File: src/rtl/uvmt_cv32e40s_obi_resp_buffer.sv
// OBI response buffer: tracks outstanding transfers, queues memory responses in order,
// and releases each one after a programmable stall with a byte-parity checksum.
module uvmt_cv32e40s_obi_resp_buffer #(
  parameter int MAX_OUTSTANDING = 2,
  parameter int STALL_WIDTH     = 4
) (
  input  logic                   clk,
  input  logic                   rst,
  input  logic                   req_i,
  output logic                   gnt_o,
  input  logic                   mem_rvalid_i,
  input  logic [31:0]            mem_rdata_i,
  input  logic                   mem_err_i,
  input  logic [STALL_WIDTH-1:0] stall_cycles_i,
  output logic                   rvalid_o,
  output logic [31:0]            rdata_o,
  output logic                   err_o,
  output logic [4:0]             rchk_o,
  output logic                   protocol_err_o
);

  localparam int CW = $clog2(MAX_OUTSTANDING + 1);
  localparam int PW = (MAX_OUTSTANDING > 1) ? $clog2(MAX_OUTSTANDING) : 1;
  localparam logic [CW-1:0] MAX_C  = CW'(MAX_OUTSTANDING);
  localparam logic [PW-1:0] LAST_P = PW'(MAX_OUTSTANDING - 1);

  localparam logic [1:0] S_IDLE  = 2'd0;
  localparam logic [1:0] S_DELAY = 2'd1;
  localparam logic [1:0] S_RESP  = 2'd2;

  function automatic logic [4:0] calc_rchk(input logic [31:0] data, input logic err);
    calc_rchk = {^{err, 1'b0}, ^data[31:24], ^data[23:16], ^data[15:8], ^data[7:0]};
  endfunction

  logic [CW-1:0]          r_cnt;
  logic [CW-1:0]          r_fcnt;
  logic [PW-1:0]          r_wptr;
  logic [PW-1:0]          r_rptr;
  logic [31:0]            r_data [MAX_OUTSTANDING];
  logic                   r_err  [MAX_OUTSTANDING];
  logic [1:0]             r_state;
  logic [STALL_WIDTH-1:0] r_dly;
  logic                   r_perr;

  logic w_pop;
  logic w_full;
  logic w_drop;
  logic w_push;
  logic w_inc;

  assign w_pop  = (r_state == S_RESP);
  assign w_full = (r_fcnt == MAX_C);
  // A response with no unanswered transfer behind it is dropped, except the full-FIFO
  // push that coincides with a pop, which simply replaces the departing head.
  assign w_drop = mem_rvalid_i && (r_fcnt == r_cnt) && !(w_full && w_pop);
  assign w_push = mem_rvalid_i && !w_drop;
  // The slot freed by the response leaving this cycle may be granted immediately.
  assign gnt_o  = req_i && !rst && ((r_cnt < MAX_C) || w_pop);
  assign w_inc  = req_i && gnt_o;

  assign rvalid_o       = w_pop;
  assign rdata_o        = w_pop ? r_data[r_rptr] : 32'd0;
  assign err_o          = w_pop ? r_err[r_rptr] : 1'b0;
  assign rchk_o         = w_pop ? calc_rchk(r_data[r_rptr], r_err[r_rptr]) : 5'd0;
  assign protocol_err_o = r_perr;

  always_ff @(posedge clk or posedge rst) begin
    if (rst) begin
      r_cnt <= '0;
    end else begin
      case ({w_inc, w_pop})
        2'b10:   r_cnt <= r_cnt + CW'(1);
        2'b01:   r_cnt <= r_cnt - CW'(1);
        default: r_cnt <= r_cnt;
      endcase
    end
  end

  always_ff @(posedge clk or posedge rst) begin
    if (rst) begin
      r_fcnt <= '0;
      r_wptr <= '0;
      r_rptr <= '0;
      r_perr <= 1'b0;
      for (int i = 0; i < MAX_OUTSTANDING; i++) begin
        r_data[i] <= 32'd0;
        r_err[i]  <= 1'b0;
      end
    end else begin
      case ({w_push, w_pop})
        2'b10:   r_fcnt <= r_fcnt + CW'(1);
        2'b01:   r_fcnt <= r_fcnt - CW'(1);
        default: r_fcnt <= r_fcnt;
      endcase
      if (w_push) begin
        r_data[r_wptr] <= mem_rdata_i;
        r_err[r_wptr]  <= mem_err_i;
        r_wptr         <= (r_wptr == LAST_P) ? PW'(0) : r_wptr + PW'(1);
      end
      if (w_pop) begin
        r_rptr <= (r_rptr == LAST_P) ? PW'(0) : r_rptr + PW'(1);
      end
      if (w_drop) begin
        r_perr <= 1'b1;
      end
    end
  end

  // Release sequencer: stall_cycles_i is only sampled when leaving IDLE.
  always_ff @(posedge clk or posedge rst) begin
    if (rst) begin
      r_state <= S_IDLE;
      r_dly   <= '0;
    end else begin
      case (r_state)
        S_IDLE: begin
          if (r_fcnt != '0) begin
            if (stall_cycles_i == '0) begin
              r_state <= S_RESP;
            end else begin
              r_dly   <= stall_cycles_i;
              r_state <= S_DELAY;
            end
          end
        end
        S_DELAY: begin
          if (r_dly == STALL_WIDTH'(1)) begin
            r_dly   <= '0;
            r_state <= S_RESP;
          end else begin
            r_dly <= r_dly - STALL_WIDTH'(1);
          end
        end
        S_RESP: begin
          r_state <= S_IDLE;
        end
        default: begin
          r_state <= S_IDLE;
          r_dly   <= '0;
        end
      endcase
    end
  end

endmodule

File: config.mk
export PLATFORM = sky130hd
export DESIGN_NAME = uvmt_cv32e40s_obi_resp_buffer
export DESIGN_NICKNAME = d
export VERILOG_FILES = /design/src/rtl/uvmt_cv32e40s_obi_resp_buffer.sv
export SDC_FILE = /design/constraint.sdc
export NUM_CORES = 1
export LEC_CHECK = 0
export CAP_MARGIN = 0
export CELL_PAD_IN_SITES_DETAIL_PLACEMENT = 1
export CELL_PAD_IN_SITES_GLOBAL_PLACEMENT = 1
export CORE_UTILIZATION = 51
export DETAILED_ROUTE_END_ITERATION = 6
export DONT_BUFFER_PORTS = 1
export PLACE_DENSITY = 0.88
export SLEW_MARGIN = 30
export SYNTH_ARGS = -nofsm -noshare
export SYNTH_HDL_FRONTEND = slang
export SYNTH_SLANG_ARGS = --single-unit
File: constraint.sdc
create_clock -name clk -period 3 [get_ports clk]
set_clock_uncertainty 0.2 [all_clocks]
set_input_delay 0.15 -clock clk [delete_from_list [all_inputs] [get_ports clk]]
set_output_delay 0.15 -clock clk [all_outputs]
set_load 0.05 [all_outputs]
==> results of run 1 <==
## worst min-delay path, stage by stage
cell and delay [ns]:
and3_1 0.16, inv_1 0.06, ha_1 0.15, xnor2_1 0.07
## area by class of cell
class                      count  area, µm²  share of cell area
multi-input combinational    248       2280               0.417
clock buffer                  11        141              0.0259
clock inverter                 5        104              0.0190
sequential                    79       1980               0.362
inverter                       8       33.8             0.00618
tap                          105        131              0.0240
timing repair buffer          86        800               0.146
## kinds of logic (layout without fill, tap and decap cells)
kind of cell,Yosys count,in the layout,share of synthesized area
mux,116,116,0.308
flops,79,79,0.449
simple gates,59,59,0.0577
xor+xnor,54,54,0.107
buf+inv,29,110,0.0364
compound gates,15,15,0.0307
fa+ha+maj,4,4,0.0114
## sequential cells by signal, summed over array words and instances, names as in the netlist
register / count
r_data: 64
r_err: 2
r_rptr: 1
r_fcnt: 2
r_state: 2
protocol_err_o: 1
r_dly: 4
r_wptr: 1
r_cnt: 2
## stage by stage
stage / cells / hold WS (ns) / worst slack [ns]
floorplan: 356 / 0.0669 / 0.237
finish: 542 / 0.0678 / 0.362
global placement: 486 / 0.0675 / 0.565
CTS: 542 / 0.0626 / 0.346
detailed placement: 486 / 0.0734 / 0.366
global route: 542 / 0.0829 / 0.215
## synthesized netlist by cell type, types with 2 or more instances
cell,n
a21o_1,2
buf_2,8
buf_6,5
clkbuf_1,7
dfrtp_1,79
ha_1,4
inv_1,8
mux2_2,36
mux2_4,30
mux2i_1,50
nor2_1,48
nor3_1,2
o21a_1,2
o22ai_1,4
xnor2_1,20
xor2_1,34
## final timing paths
kind	slack (ns)	end	cells after the start	start
worst max-delay path	0.36	r_cnt[1]	7	r_state[0]
worst min-delay path	0.07	r_cnt[0]	4	req_i
worst max register to register	0.36	r_cnt[1]	7	r_state[0]
worst min register to register	0.31	r_err[0]	1	r_err[0]
max in group asynchronous	1.75	r_rptr	3	rst
min in group asynchronous	0.32	r_data[4]	3	rst
## power by group through the flow
stage               registers (mW)  logic [mW]  clock network [mW]
floorplan                     2.05        3.51                   0
detailed placement            2.26        4.22                   0
CTS                           2.25        4.34               0.992
finish                        2.26        4.32               0.974
global placement              2.20        4.01                   0
global route                  2.34        4.66                1.03
## layer usage
layer	part of all wire	up-vias	GRT usage	wire length (µm)
met5	0	-	0	0
met4	0.018	0	0.0922	187
met3	0.034	17	0.0499	366
met2	0.54	67	0.469	5760
met1	0.41	1515	0.291	4300
li1	-	1365	-	-
## cells in the final DEF, fill, tap and decap left out, drive strengths merged, types with 4 or more instances in the layout
cell type and n:
inv 8, xor2 34, mux2i 50, ha 4, o22ai 4, clkbuf 11, xnor2 20, nor2 49
dlygate4sd3 40, buf 46, mux2 66, dfrtp 79
## timing repair
action	in CTS	in global routing
hold buffers	40	0
setup endpoints to repair	0	0
hold endpoints to repair	153	0
==> reports/results.ini, run 1 <==
[logic_synthesis]
ys_warn_count=0
synth_top_area_cell=dfrtp_1
synth-seq-area-share=0.449
synth_fp_nets=401
synthCells=356
synth-edff-count=0
yosys_register_bits=79
yosysTopAreaCellShare=0.449
synth_area_um2=4410
dominantRegCellSynth=dfrtp_1
synthArstFlopShare=1.00
synth_cell_types=33
synth_area_leaders=dfrtp_1 45%, mux2i_1 11%, mux2_4 10%
syn_avg_cell_area_um2=12.4

[detailed_routing]
wl_per_cell_um=19.6
drt_iter0_drc=102
vias=2964
viasPerCell=5.47
drc=0
wirelength_um=10600
firstDrtPassIters=4
drtAntennaViolNets=0

[placement]
place_congestion=0.765
dpl-instance-area_um2=4820
dp_hpwl_um=6750
port_buffers=0

[sta]
fin_crit_sh=0.879
rsz0062_at_grt=false
worst_slew_pin_slew_ns=0.726
setup_tns_ns=0
relSlewSlack=0.516
hold_violations=0
finalMaxSlewViolations=0
post-route-min-period_ns=2.64
fmax_ghz=0.379
setup_viol=0

[power_and_ir_drop]
power_leakage_nw=2.59
switchingPower_mw=3.25
irDropWorstVdd_v=0.000912
p_total_mw=7.56
clock_power_share=0.129
p_comb_frac=0.572
p_int_mw=4.31
p_seq_frac=0.299
p_sw_frac=0.430
power_density_nw_per_um2=1380

[clock_tree]
cts_tree=done
cts_max_path_buffers=2
cts-buffers-inserted=9
post_cts_buffers=0
path_clk_slew_ns=0.08
cts-root-buf=clkbuf_8
htreeDepth=3
cts_resized=0
clock_latency_ns=0.36
cts_sinks=79

[setup_path]
critPathLaunchType=flop
required_ns=3.07
crit_family=buffers and inverters
max_stage_delay_ns=0.52
path_class=reg2reg
critical_path.endpoint_type=flop
critPathMaxFanout=40
crit_path_cell_trace=nand2b_4 -> buf_4 -> inv_1 -> ha_1 -> xnor2_1 -> nor2_1 -> xor2_1
slowest_stage=dfrtp_1
cp_data_arrival_time_ns=2.71
cp.buffers_inverters=2

[floorplanning]
die_w_um=94.9
row_count=33
die_h_um=94.9
start_util=0.531
core_area_um2=8300
dieArea_um2=9010
pin_count=82

[flow_run]
cap_violations=0

[grt]
grt_max_degree=80
grt_pass1_wl_um=17000
antenna_found_initial=0
grt_pass1_vias=3351
groute.usage.overall=0.255
overflow=0

[cells_and_area]
utilization=0.658
n_antenna_cell=0
drive_gt1_frac=0.314
final_nets=477
fillerInstances=831
syn_to_final_growth_pct=24.0
final_area_um2=5460

[min_path]
hp-class=in2reg

[run_status]
outcome=complete, no violations

Note: power is estimated with default switching activity, not from simulation.
==> run 2: changes to the inputs <==
--- a/config.mk
+++ b/config.mk
@@ -8,10 +8,11 @@
 export CAP_MARGIN = 0
 export CELL_PAD_IN_SITES_DETAIL_PLACEMENT = 1
 export CELL_PAD_IN_SITES_GLOBAL_PLACEMENT = 1
-export CORE_UTILIZATION = 51
+export CORE_UTILIZATION = 40
+export CTS_BUF_LIST = sky130_fd_sc_hd__clkbuf_2
 export DETAILED_ROUTE_END_ITERATION = 6
 export DONT_BUFFER_PORTS = 1
-export PLACE_DENSITY = 0.88
+export PLACE_DENSITY = 0.73
 export SLEW_MARGIN = 30
 export SYNTH_ARGS = -nofsm -noshare
 export SYNTH_HDL_FRONTEND = slang
==> constraint.sdc (replaced) <==
create_clock -name clk -period 3.2 [get_ports clk]
set_clock_uncertainty 0.2 [all_clocks]
set_input_delay 0.16 -clock clk [delete_from_list [all_inputs] [get_ports clk]]
set_output_delay 0.16 -clock clk [all_outputs]
set_load 0.05 [all_outputs]
==> reports/results.ini, run 2 (synthesis gave the netlist of run 1 again) <==
[grt]
grt_pass1_wl_um=15700  ; was 17,000 µm
groute.usage.overall=0.179  ; was 0.255
grt_pass1_vias=3127  ; was 3,351
antenna_found_initial=0  ; unchanged
grt_max_degree=80  ; unchanged
overflow=0  ; unchanged

[power_and_ir_drop]
switchingPower_mw=2.84  ; was 3.25 mW
power_density_nw_per_um2=1220  ; was 1380 nW/µm²
p_int_mw=3.60  ; was 4.31 mW
irDropWorstVdd_v=0.000724  ; was 0.000912 V
clock_power_share=0.084  ; was 0.129
power_leakage_nw=2.47  ; was 2.59 nW
p_sw_frac=0.441  ; was 0.430
p_seq_frac=0.328  ; was 0.299
p_comb_frac=0.589  ; was 0.572

[run_status]
outcome=complete, no violations  ; unchanged

[cells_and_area]
layout_common_cells=78 x dfrtp_1, 50 x mux2i_1, 47 x nor2_1  ; unchanged
syn_to_final_growth_pct=19.4  ; was 24.0%
final_nets=466  ; was 477
final_area_um2=5260  ; was 5460 µm²
regMostFlops=r_data  ; unchanged
largest_reg_flops=64  ; unchanged
mostFrequentLayoutCell=dfrtp_1  ; unchanged
finish.cell_count_without_fillers=562  ; was 542
largestRegisters=r_data: 64 flops, r_dly: 4 flops  ; unchanged
drive_gt1_frac=0.298  ; was 0.314
n_antenna_cell=0  ; unchanged

[sta]
setup_tns_ns=0  ; unchanged
setup_viol=0  ; unchanged
finalMaxSlewViolations=0  ; unchanged
fmax_ghz=0.360
hold_violations=0  ; unchanged
rsz0062_at_grt=false  ; unchanged
fin_ws_ns=0.419  ; was 0.362 ns
post-route-min-period_ns=2.78
worst_slew_pin_slew_ns=0.926  ; was 0.726 ns
timing.hold.ws_ns=0.0582  ; was 0.0678 ns
relSlewSlack=0.380  ; was 0.516
fin_crit_sh=0.869

[clock_tree]
cts_sinks=79  ; unchanged
cts_tree=done  ; unchanged
post_cts_buffers=0  ; unchanged
path_clk_slew_ns=0.22  ; was 0.08 ns
clock_latency_ns=0.53  ; was 0.36 ns
htreeDepth=3  ; unchanged
cts-buffers-inserted=9  ; unchanged
cts_max_path_buffers=2  ; unchanged
cts-root-buf=clkbuf_2  ; was clkbuf_8

[placement]
dpl-instance-area_um2=4750  ; was 4820 µm²
dp_hpwl_um=6300  ; was 6750 µm
place_congestion=0.718  ; was 0.765
port_buffers=0  ; unchanged
place_inst=506  ; was 486
detailedPlace.worstSlack_ns=0.655  ; was 0.366 ns

[setup_path]
max_stage_delay_ns=0.76  ; was 0.52 ns
rrSetupSlack_ns=0.66  ; was 0.36 ns
critPathLaunchType=flop  ; unchanged
critical_path.endpoint_type=output port  ; was flop
critPathMaxFanout=17  ; was 40
cp_data_arrival_time_ns=2.42  ; was 2.71 ns
required_ns=2.84  ; was 3.07 ns
slowest_stage=dfrtp_2  ; was dfrtp_1
path_class=reg2out  ; was reg2reg
crit_path_cell_trace=buf_4 -> mux2i_1 -> xnor2_1 -> xnor2_1 -> nor2_1 -> buf_4  ; was nand2b_4 -> buf_4 -> inv_1 -> ha_1 -> xnor2_1 -> nor2_1 -> xor2_1

[min_path]
hp-class=in2reg  ; unchanged

[detailed_routing]
drt_iter0_drc=72  ; was 102
firstDrtPassIters=3  ; was 4
drtAntennaViolNets=0  ; unchanged
vias=2814  ; was 2,964
viasPerCell=5.01  ; was 5.47
drc=0  ; unchanged
wirelength_um=9480  ; was 10,600 µm
wl_per_cell_um=16.9  ; was 19.6 µm

[flow_run]
cap_violations=0  ; unchanged

[floorplanning]
die_h_um=107  ; was 94.9 µm
pin_count=82  ; unchanged
die_w_um=107  ; was 94.9 µm
core_area_um2=10500  ; was 8300 µm²
row_count=37  ; was 33
dieArea_um2=11400  ; was 9010 µm²
start_util=0.419  ; was 0.531

-- run 2: changes by cell type in the layout (fill, tap and decap cells not counted), sizes merged --
cell      delta
buf         -11
bufinv       -2
clkbuf       -1
clkinv       +3
clkinvlp     +1
inv          -1
-- run 2: per-stage QoR --
step	utilization	power, mW
3_5_place_dp	0.452	5.93
4_1_cts	0.501	6.54
6_report	0.501	6.44
3_3_place_gp	0.452	5.79
2_1_floorplan	-	5.21
5_1_grt	0.501	6.90
-- run 2: final cells by class --
| type | count | area, µm² |
|---|---|---|
| repair buffers | 75 | 692 |
| inverters | 8 | 33.8 |
| clock buffers | 10 | 50.0 |
| flip-flops and latches | 79 | 1980 |
| fillers | 1129 | 5250 |
| multi-input cells | 248 | 2280 |
| well taps | 136 | 170 |
| clock inverters | 6 | 61.3 |
-- run 2: final timing paths --
check,cells after the start,from,end
hold reg to reg,1,r_cnt[1],r_cnt[1]
max in group asynchronous,3,rst,r_rptr
hold / removal,5,req_i,r_cnt[0]
setup reg to reg,6,r_state[0],r_data[31]
min in group asynchronous,3,rst,r_data[40]
setup / recovery,6,r_rptr,rchk_o[1]
-- run 2: worst max-delay path, delay by kind of cell (launching register included) --
| kind | cells | cell delay, ns |
|---|---|---|
| flops | 1 | 0.76 |
| buf+inv | 2 | 0.52 |
| xor+xnor | 2 | 0.30 |
| mux | 1 | 0.25 |
| simple gates | 1 | 0.06 |
-- run 2: per-layer routing --
| metal | GRT usage | wire, µm | up-vias |
|---|---|---|---|
| met5 | 0 | 0 | - |
| met4 | 0.0685 | 154 | 0 |
| met3 | 0.0365 | 297 | 11 |
| met2 | 0.317 | 4930 | 49 |
| met1 | 0.213 | 4090 | 1417 |
| li1 | - | - | 1337 |
-- run 2: what timing repair did --
item,4_1_cts,5_1_grt
resized for setup,0,0
hold buffers,40,0
endpoints found under the hold margin,154,0
-- run 2: power groups by stage --
stage | registers [mW] | clock network (mW) | logic, mW
6_report | 2.11 | 0.539 | 3.79
3_5_place_dp | 2.14 | 0 | 3.80
5_1_grt | 2.20 | 0.597 | 4.11
2_1_floorplan | 1.92 | 0 | 3.29
3_3_place_gp | 2.09 | 0 | 3.70
4_1_cts | 2.11 | 0.562 | 3.86
==> run 3: changes to the inputs <==
--- a/config.mk
+++ b/config.mk
@@ -8,11 +8,11 @@
 export CAP_MARGIN = 0
 export CELL_PAD_IN_SITES_DETAIL_PLACEMENT = 1
 export CELL_PAD_IN_SITES_GLOBAL_PLACEMENT = 1
-export CORE_UTILIZATION = 40
+export CORE_UTILIZATION = 53
 export CTS_BUF_LIST = sky130_fd_sc_hd__clkbuf_2
 export DETAILED_ROUTE_END_ITERATION = 6
 export DONT_BUFFER_PORTS = 1
-export PLACE_DENSITY = 0.73
+export PLACE_DENSITY = 0.9
 export SLEW_MARGIN = 30
 export SYNTH_ARGS = -nofsm -noshare
 export SYNTH_HDL_FRONTEND = slang
==> reports/results.ini, run 3 (synthesis gave the netlist of run 1 again) <==
[setup_path]
slowest_stage=dfrtp_2  ; unchanged
max_stage_delay_ns=0.41  ; was 0.76 ns
path_class=reg2out  ; unchanged
critPathLaunchType=flop  ; unchanged
critPathMaxFanout=26  ; was 17
required_ns=2.84  ; about the same
critical_path.endpoint_type=output port  ; unchanged
crit_path_cell_trace=buf_4 -> mux2i_1 -> xnor2_1 -> xnor2_1 -> nor2_1 -> buf_4  ; unchanged
cp_data_arrival_time_ns=2.31  ; was 2.42 ns

[cells_and_area]
final_nets=467  ; was 466
utilization=0.661  ; was 0.501
largest_reg_flops=64  ; unchanged
regMostFlops=r_data  ; unchanged
mostFrequentLayoutCell=dfrtp_1  ; unchanged
largestRegisters=r_data: 64 flops, r_dly: 4 flops  ; unchanged
n_antenna_cell=0  ; unchanged
syn_to_final_growth_pct=18.3  ; was 19.4%
drive_gt1_frac=0.293  ; was 0.298
layout_common_cells=78 x dfrtp_1, 50 x mux2i_1, 47 x nor2_1  ; unchanged
finish.cell_count_without_fillers=529  ; was 562

[detailed_routing]
viasPerCell=5.52  ; was 5.01
vias=2918  ; was 2,814
drc=0  ; unchanged
drtAntennaViolNets=0  ; unchanged
firstDrtPassIters=4  ; was 3
drt_iter0_drc=105  ; was 72
wirelength_um=10300  ; was 9480 µm
wl_per_cell_um=19.4  ; was 16.9 µm

[sta]
hold_violations=0  ; unchanged
worst_slew_pin_slew_ns=0.927  ; was 0.926 ns
fmax_ghz=0.375  ; was 0.360 GHz
post-route-min-period_ns=2.67  ; was 2.78 ns
finalMaxSlewViolations=0  ; unchanged
fin_ws_ns=0.532  ; was 0.419 ns
relSlewSlack=0.380  ; about the same
rsz0062_at_grt=false  ; unchanged
setup_tns_ns=0  ; unchanged
fin_crit_sh=0.834  ; was 0.869
setup_viol=0  ; unchanged

[power_and_ir_drop]
power_density_nw_per_um2=1260  ; was 1220 nW/µm²
power_leakage_nw=2.46  ; was 2.47 nW
p_total_mw=6.58  ; was 6.44 mW
irDropWorstVdd_v=0.000501  ; was 0.000724 V

[grt]
groute.usage.overall=0.254  ; was 0.179
antenna_found_initial=0  ; unchanged
grt_pass1_wl_um=16600  ; was 15,700 µm
overflow=0  ; unchanged
grt_max_degree=80  ; unchanged
grt_pass1_vias=3212  ; was 3,127

[placement]
place_congestion=0.765  ; was 0.718
detailedPlace.worstSlack_ns=0.630  ; was 0.655 ns
place_inst=473  ; was 506
port_buffers=0  ; unchanged
dp_hpwl_um=6610  ; was 6300 µm

[floorplanning]
start_util=0.559  ; was 0.419
row_count=32  ; was 37
dieArea_um2=8680  ; was 11,400 µm²
die_w_um=93.2  ; was 107 µm
core_area_um2=7890  ; was 10,500 µm²
pin_count=82  ; unchanged
die_h_um=93.2  ; was 107 µm

[clock_tree]
htreeDepth=3  ; unchanged
path_clk_slew_ns=0.22  ; about the same
cts-buffers-inserted=9  ; unchanged
clock_latency_ns=0.54  ; was 0.53 ns
cts_tree=done  ; unchanged
cts-root-buf=clkbuf_2  ; unchanged
cts_max_path_buffers=2  ; unchanged
cts_sinks=79  ; unchanged

[run_status]
outcome=complete, no violations  ; unchanged

[flow_run]
cap_violations=0  ; unchanged

[min_path]
hp-class=in2reg  ; unchanged

run 3: final timing paths:
check                           start          to  slack [ns]  cells after the start
setup reg to reg           r_state[0]  r_data[30]        0.58                      6
min in group asynchronous         rst    r_cnt[0]        0.08                      3
hold reg to reg              r_err[0]    r_err[0]        0.34                      1
max in group asynchronous         rst      r_rptr        2.16                      3
hold / removal                  req_i    r_cnt[0]        0.05                      5
setup / recovery               r_rptr   rchk_o[3]        0.53                      6
run 3: where the power goes:
group / internal [mW] / switching, mW
clock: 0.174 / 0.359
combinational: 1.90 / 2.06
sequential: 1.51 / 0.571
total: 3.59 / 2.99
run 3: final cells by class:
type                            instances  area [µm²]
Clock buffer                            9        45.0
Clock inverter                          7        62.6
Fill cell                             807        2680
Inverter                                8        33.8
Multi-Input combinational cell        248        2280
Sequential cell                        79        1980
Tap cell                              102         128
Timing Repair Buffer                   76         687
run 3: metal layers:
layer  share of wire  track usage  up-vias  routed length, µm
li1                -            -     1343                  -
met1            0.41        0.294     1487               4260
met2            0.53        0.461       75               5480
met3           0.033       0.0512       13                343
met4           0.018       0.0949        0                180
met5               0            0        -                  0
run 3: per-stage QoR:
stage | instance area (µm²) | hold WS, ns
finish | 5210 | 0.0485
global route | 5210 | 0.0512
CTS | 5210 | 0.0180
detailed placement | 4700 | 0.0925
global placement | 4700 | 0.0778
floorplan | 4410 | 0.0769
run 3: worst max-delay path, delay by kind of cell, from the launching register on:
kind          cells  cell delay (ns)
flops             1             0.41
buf+inv           2             0.62
xor+xnor          2             0.31
simple gates      1             0.13
mux               1             0.30
run 3: timing repair:
| item | CTS | global route |
|---|---|---|
| buffers inserted | 0 | 0 |
| gates resized for setup | 0 | 0 |
| hold buffers | 40 | 0 |
| endpoints found under the hold margin | 154 | 0 |
